--- config.mk ---
export PLATFORM = sky130hd
export DESIGN_NAME = mmio_master
export DESIGN_NICKNAME = d
export VERILOG_FILES = /design/src/rtl/mmio_pkg.sv /design/src/rtl/mmio_lane_align.sv /design/src/rtl/mmio_master.sv
export SDC_FILE = /design/constraint.sdc
export NUM_CORES = 1
export LEC_CHECK = 0
export BUFFER_PORTS_ARGS = -buffer_cell sky130_fd_sc_hd__clkbuf_2
export CAP_MARGIN = 40
export CORE_MARGIN = 4
export CORE_UTILIZATION = 30
export CTS_BUF_LIST = sky130_fd_sc_hd__clkbuf_16
export DETAILED_ROUTE_END_ITERATION = 10
export MAX_ROUTING_LAYER = met4
export PLACE_DENSITY_LB_ADDON = 0.25
export SLEW_MARGIN = 5
export SYNTH_ARGS = -nofsm -noshare
export SYNTH_HDL_FRONTEND = slang
export SYNTH_SLANG_ARGS = --single-unit
export TNS_END_PERCENT = 1
--- constraint.sdc ---
create_clock -name sys_clk -period 2.2 [get_ports sys_clk]
set_input_delay 0.22 -clock sys_clk [delete_from_list [all_inputs] [get_ports sys_clk]]
set_output_delay 0.22 -clock sys_clk [all_outputs]
set_load 0.1 [all_outputs]
--- src/rtl/mmio_pkg.sv ---
// Shared encodings for the MMIO master: access sizes, FSM states and the word-align mask.
package mmio_pkg;

   localparam logic [1:0]  SIZE_BYTE       = 2'b00;
   localparam logic [1:0]  SIZE_HALF       = 2'b01;
   localparam logic [1:0]  SIZE_WORD       = 2'b10;
   localparam logic [31:0] WORD_ALIGN_MASK = 32'hFFFF_FFFC;

   typedef enum logic [2:0] {
      ST_IDLE,
      ST_READ,
      ST_WRITE,
      ST_GAP,
      ST_RESP
   } state_t;

   // Size 2'b11 falls into the word case everywhere.
   function automatic logic is_misaligned(input logic [1:0] size, input logic [1:0] byte_off);
      case (size)
         SIZE_BYTE: return 1'b0;
         SIZE_HALF: return byte_off[0];
         default:   return byte_off != 2'b00;
      endcase
   endfunction

   function automatic logic is_sub_word(input logic [1:0] size);
      return (size == SIZE_BYTE) || (size == SIZE_HALF);
   endfunction

endpackage

--- src/rtl/mmio_lane_align.sv ---
// Byte-lane steering between the 32-bit MMIO word and sub-word CPU accesses:
// load extraction with sign/zero extension, and read-modify-write store merging.
module mmio_lane_align
   import mmio_pkg::*;
(
   input  logic [1:0]  size,
   input  logic        is_unsigned,
   input  logic [1:0]  byte_off,
   input  logic [31:0] read_word,
   input  logic [31:0] store_data,
   output logic [31:0] load_data,
   output logic [31:0] merged_word
);

   logic [7:0]  lane_byte;
   logic [15:0] lane_half;

   always_comb begin
      case (byte_off)
         2'd0:    lane_byte = read_word[7:0];
         2'd1:    lane_byte = read_word[15:8];
         2'd2:    lane_byte = read_word[23:16];
         default: lane_byte = read_word[31:24];
      endcase
      lane_half = byte_off[1] ? read_word[31:16] : read_word[15:0];
      case (size)
         SIZE_BYTE: load_data = {{24{lane_byte[7] & ~is_unsigned}}, lane_byte};
         SIZE_HALF: load_data = {{16{lane_half[15] & ~is_unsigned}}, lane_half};
         default:   load_data = read_word;
      endcase
   end

   // A word store bypasses the merge and writes the CPU data untouched.
   always_comb begin
      merged_word = read_word;
      case (size)
         SIZE_BYTE: begin
            case (byte_off)
               2'd0:    merged_word[7:0]   = store_data[7:0];
               2'd1:    merged_word[15:8]  = store_data[7:0];
               2'd2:    merged_word[23:16] = store_data[7:0];
               default: merged_word[31:24] = store_data[7:0];
            endcase
         end
         SIZE_HALF: begin
            if (byte_off[1])
               merged_word[31:16] = store_data[15:0];
            else
               merged_word[15:0] = store_data[15:0];
         end
         default: merged_word = store_data;
      endcase
   end

endmodule

--- src/rtl/mmio_master.sv ---
// CPU-side MMIO bus initiator: one load/store request in, one response out, with
// sub-word read-modify-write, misalignment rejection and a strobe timeout.
module mmio_master
   import mmio_pkg::*;
#(
   parameter int TIMEOUT_CYCLES = 255,
   parameter int TIMEOUT_W      = 8
)(
   input  logic        sys_clk,
   input  logic        rst,
   input  logic        cpu_req_valid,
   output logic        cpu_req_ready,
   input  logic        cpu_req_we,
   input  logic [1:0]  cpu_req_size,
   input  logic        cpu_req_unsigned,
   input  logic [31:0] cpu_req_addr,
   input  logic [31:0] cpu_req_wdata,
   output logic        cpu_resp_valid,
   output logic [31:0] cpu_resp_rdata,
   output logic        cpu_resp_err,
   output logic        mmio_read,
   output logic        mmio_write,
   output logic [31:0] mmio_addr,
   output logic [31:0] mmio_write_data,
   input  logic        mmio_done,
   input  logic [31:0] mmio_read_data
);

   state_t               state;
   state_t               next_state;
   logic                 req_we;
   logic [1:0]           req_size;
   logic                 req_unsigned;
   logic [31:0]          req_addr;
   logic [31:0]          req_wdata;
   logic [31:0]          read_word;
   logic                 err_flag;
   logic                 rmw_pending;
   logic [TIMEOUT_W-1:0] wait_count;
   logic                 strobe_active;
   logic                 timeout_hit;
   logic                 req_misaligned;
   logic [31:0]          load_data;
   logic [31:0]          merged_word;

   assign strobe_active  = (state == ST_READ) || (state == ST_WRITE);
   assign req_misaligned = is_misaligned(cpu_req_size, cpu_req_addr[1:0]);
   assign timeout_hit    = strobe_active && !mmio_done &&
                           (wait_count == TIMEOUT_W'(TIMEOUT_CYCLES - 1));

   mmio_lane_align u_lane_align (
      .size        (req_size),
      .is_unsigned (req_unsigned),
      .byte_off    (req_addr[1:0]),
      .read_word   (read_word),
      .store_data  (req_wdata),
      .load_data   (load_data),
      .merged_word (merged_word)
   );

   always_ff @(posedge sys_clk) begin
      if (rst)
         state <= ST_IDLE;
      else
         state <= next_state;
   end

   // GAP always follows a strobe phase so the responder can release done.
   always_comb begin
      next_state = state;
      case (state)
         ST_IDLE: begin
            if (cpu_req_valid) begin
               if (req_misaligned)
                  next_state = ST_RESP;
               else if (cpu_req_we && !is_sub_word(cpu_req_size))
                  next_state = ST_WRITE;
               else
                  next_state = ST_READ;
            end
         end
         ST_READ, ST_WRITE: begin
            if (mmio_done || timeout_hit)
               next_state = ST_GAP;
         end
         ST_GAP:  next_state = rmw_pending ? ST_WRITE : ST_RESP;
         ST_RESP: next_state = ST_IDLE;
         default: next_state = ST_IDLE;
      endcase
   end

   // Request capture, read-data capture and timeout bookkeeping; an abort
   // cancels any write still owed by a read-modify-write.
   always_ff @(posedge sys_clk) begin
      if (rst) begin
         req_we       <= 1'b0;
         req_size     <= SIZE_WORD;
         req_unsigned <= 1'b0;
         req_addr     <= '0;
         req_wdata    <= '0;
         read_word    <= '0;
         err_flag     <= 1'b0;
         rmw_pending  <= 1'b0;
         wait_count   <= '0;
      end else begin
         case (state)
            ST_IDLE: begin
               if (cpu_req_valid) begin
                  req_we       <= cpu_req_we;
                  req_size     <= cpu_req_size;
                  req_unsigned <= cpu_req_unsigned;
                  req_addr     <= cpu_req_addr;
                  req_wdata    <= cpu_req_wdata;
                  read_word    <= '0;
                  err_flag     <= req_misaligned;
                  rmw_pending  <= cpu_req_we && is_sub_word(cpu_req_size) && !req_misaligned;
                  wait_count   <= '0;
               end
            end
            ST_READ, ST_WRITE: begin
               if (mmio_done) begin
                  if (state == ST_READ)
                     read_word <= mmio_read_data;
               end else if (timeout_hit) begin
                  err_flag    <= 1'b1;
                  rmw_pending <= 1'b0;
               end else begin
                  wait_count <= wait_count + TIMEOUT_W'(1);
               end
            end
            ST_GAP: begin
               rmw_pending <= 1'b0;
               wait_count  <= '0;
            end
            default: ;
         endcase
      end
   end

   always_comb begin
      cpu_req_ready   = (state == ST_IDLE);
      mmio_read       = (state == ST_READ);
      mmio_write      = (state == ST_WRITE);
      mmio_addr       = strobe_active ? (req_addr & WORD_ALIGN_MASK) : '0;
      mmio_write_data = (state == ST_WRITE) ? merged_word : '0;
      cpu_resp_valid  = (state == ST_RESP);
      cpu_resp_err    = (state == ST_RESP) && err_flag;
      cpu_resp_rdata  = ((state == ST_RESP) && !err_flag && !req_we) ? load_data : '0;
   end

endmodule

==> qor.yml <==
run_status:
  status: "complete, but fails checks"
  failed_checks: "negative setup slack"
sta:
  hold_viol: 0
  fin_worst_skew_ns: 0.00885
  maxSlewViolCount: 0
  final_number_of_setup_violating_endpoints: 54
  slew-limit-headroom_pct: 61.1
  rsz_0062_raised_after_global_routing: "true"
  post_route_setup_slack_ns: -0.282
  timing.final.crit_period_ns: 2.48
  fin_hold_ws_ns: 0.0175
  timing_worst_slew_pin_value_ns: 0.586
  setup-tns-final_ns: -9.56
  max_clock_freq_mhz: 403
  finalCritPeriodShare_pct: 113
clocking:
  clock_tree.buffer_depth: 2
  cts_inserted_buffers: 17
  cts_tree: "done"
  clk_latency_ns: 0.42
  cts_root_buffer: "sky130_fd_sc_hd__clkbuf_16"
  clk_transition_reported_paths_ns: 0.06
  ctsHtreeMaxLevel: 4
  cts_num_sinks: 113
final_layout:
  diode_insertion_count_for_antenna_repair: 0
  leading_cell_type_in_the_layout_fill_and_taps_excluded: "sky130_fd_sc_hd__nand2_1"
  final-seq-area_sq_um: 2270
  design.final.nets: 1083
  finish.instance_area_sq_um: 10000
  layout-drive-gt1-share_pct: 40.6
  syn_to_final_growth_pct: 67.3
  multiInputGateArea_sq_um: 3850
  layout.filler_cells: 1883
  layoutNonFillerInstCount: 1254
  layout_common_cells: "sky130_fd_sc_hd__nand2_1, sky130_fd_sc_hd__dfxtp_1, sky130_fd_sc_hd__clkbuf_2"
floorplanning:
  initial_utilization_pct: 30.6
  placement_rows: 51
  die_w_um: 149
  design.die.area_sq_um: 22200
  die_h_um: 149
  io-pin-count: 205
  fp.coreArea_sq_um: 19500
synth:
  yosys.area.top_type_share_pct: 37.9
  post_synthesis_sequential_element_count: 113
  synthesized_area_per_cell_sq_um: 7.71
  synth-edff-count: 0
  synth_seq_area_share_pct: 37.9
  mappedNetlistArea_sq_um: 5980
  synth_cell_type_count: 57
  synthCells: 775
  synth.yosys.warnings: 0
  yosys-top-cells-area: "sky130_fd_sc_hd__dfxtp_1, sky130_fd_sc_hd__nand2_1, sky130_fd_sc_hd__a21oi_1, sky130_fd_sc_hd__a22oi_1, sky130_fd_sc_hd__nor2_1"
  synthDominantAreaCellType: "sky130_fd_sc_hd__dfxtp_1"
  synth-main-ff-cell: "sky130_fd_sc_hd__dfxtp_1"
  postSynth.asyncResetShare_pct: 0
routing:
  detail-route-antenna-nets: 0
  drtIter0Drc: 536
  totalWireLength_mm: 23.0
  post_drt_wl_per_cell_um: 18.4
  via_per_inst: 5.10
  num_vias: 6397
  detailedRoute.firstPassIterationCount: 6
  detail_route.drc_violations: 0
critical_path:
  start_kind: "flip-flop"
  regToRegSetupSlack_ns: 0.31
  setup.worst_path.class: "flip-flop to primary output"
  required_time_worst_endpoint_ns: 1.98
  end_kind: "primary output"
  path_max_fanout: 5
  worst_ep_arrival_time_ns: 2.26
global_route:
  pin_count_of_the_biggest_net_entering_global_routing: 47
  overflow: 0
  first_global_vias: 6075
  grt_pass1_wl_mm: 35.0
  initial_antenna_violation_count: 0
  track_usage_pct: 21.0
place:
  finalWeightedCongestion: 0.941
  portBuffers: 202
  detailed_place_hpwl_mm: 17.4
  number_of_cells_in_the_design_after_placement: 1220
  post_dp_cell_area_sq_um: 9240
worst_hold_path:
  hold_path.class: "input port to flip-flop"
job:
  maxCapViolations: 0
power_and_ir_drop:
  power.leakage_nw: 3.95
  irDropWorstVdd_v: 0.000661
  powerDensity_nw_per_um2: 1160
[registers in the layout, indices dropped and copies added (netlist names)]
name	flops
read_word	32
req_addr	32
req_wdata	32
wait_count	8
state	3
req_size	2
err_flag	1
req_unsigned	1
req_we	1
rmw_pending	1
[report_power, final]
| group | leakage [nW] | total [mW] | internal, mW | switching [mW] |
|---|---|---|---|---|
| registers | 0.925 | 2.92 | 2.47 | 0.453 |
| clock network | 0.273 | 2.73 | 1.67 | 1.06 |
| logic | 2.75 | 5.89 | 2.03 | 3.86 |
[routing by layer]
metal | GRT usage, % | vias up | share of wire [%]
li1 | - | 3115 | -
met1 | 26.0 | 2953 | 40
met2 | 31.9 | 294 | 46
met3 | 8.48 | 35 | 12
met4 | 5.68 | 0 | 1.8
met5 | - | - | 0
[final cells by class]
cell class,count,share of cell area [%]
Multi-Input combinational cell,584,38.5
Tap cell,265,3.32
Clock buffer,17,4.26
Inverter,9,0.350
Sequential cell,113,22.7
Clock inverter,14,1.56
Timing Repair Buffer,252,29.3
[synthesized netlist by cell type (8+ instances only)]
cell type / count
sky130_fd_sc_hd__and2_1: 32
sky130_fd_sc_hd__mux2i_1: 14
sky130_fd_sc_hd__a222oi_1: 8
sky130_fd_sc_hd__nand2_1: 165
sky130_fd_sc_hd__clkbuf_1: 56
sky130_fd_sc_hd__o21ai_0: 15
sky130_fd_sc_hd__a22oi_1: 37
sky130_fd_sc_hd__mux2_2: 15
sky130_fd_sc_hd__and3_1: 10
sky130_fd_sc_hd__o211a_1: 8
sky130_fd_sc_hd__a21oi_1: 100
sky130_fd_sc_hd__nor3_1: 10
sky130_fd_sc_hd__dfxtp_1: 113
sky130_fd_sc_hd__a221oi_1: 10
sky130_fd_sc_hd__nor2_1: 74
sky130_fd_sc_hd__a21o_1: 17
[worst max-delay path, cell delays in order (launching register included)]
cell                      delay, ns
sky130_fd_sc_hd__dfxtp_4       0.35
sky130_fd_sc_hd__mux2_2        0.25
sky130_fd_sc_hd__mux2i_1       0.08
sky130_fd_sc_hd__or3_1         0.51
sky130_fd_sc_hd__buf_4         0.24
sky130_fd_sc_hd__a21oi_2       0.21
sky130_fd_sc_hd__buf_12        0.21
[cells by family (layout without fill, tap and decap cells)]
kind of cell,count (synthesis),count (layout),synth area share (%)
and+or+nand+nor,318,318,23.4
AOI/OAI and AO/OA,221,221,24.3
DFF,113,113,37.9
buffers and inverters,79,292,5.80
muxes,36,36,7.43
xor gates and xnor gates,5,5,0.733
adders and majority gates,2,2,0.419
other,1,2,0.0628
[worst paths after layout]
kind	from	endpoint	depth (start not counted)
max	req_addr[1]	cpu_resp_rdata[11]	6
min	cpu_req_addr[29]	req_addr[29]	3
max reg2reg	wait_count[0]	wait_count[5]	6
min reg2reg	req_addr[3]	req_addr[3]	2
[through the flow]
| stage | utilization, % | setup slack, ns | power, mW |
|---|---|---|---|
| global placement | 47.3 | 0.150 | 8.68 |
| detailed placement | 47.3 | 0.0903 | 8.73 |
| finish | 51.2 | -0.282 | 11.5 |
| global route | 51.2 | -0.367 | 12.1 |
| CTS | 50.9 | -0.354 | 11.6 |
| floorplan | - | -0.292 | 6.73 |
[timing repair]
action | CTS | global route
setup endpoints to repair | 94 | 94
resized for setup | 31 | 11
endpoints found under the hold margin | 1 | 0
cloned | 0 | 1
setup buffers | 0 | 1
pin swaps | 2 | 4
hold buffers | 1 | 0
No activity file was read; power rests on OpenSTA's default activity.
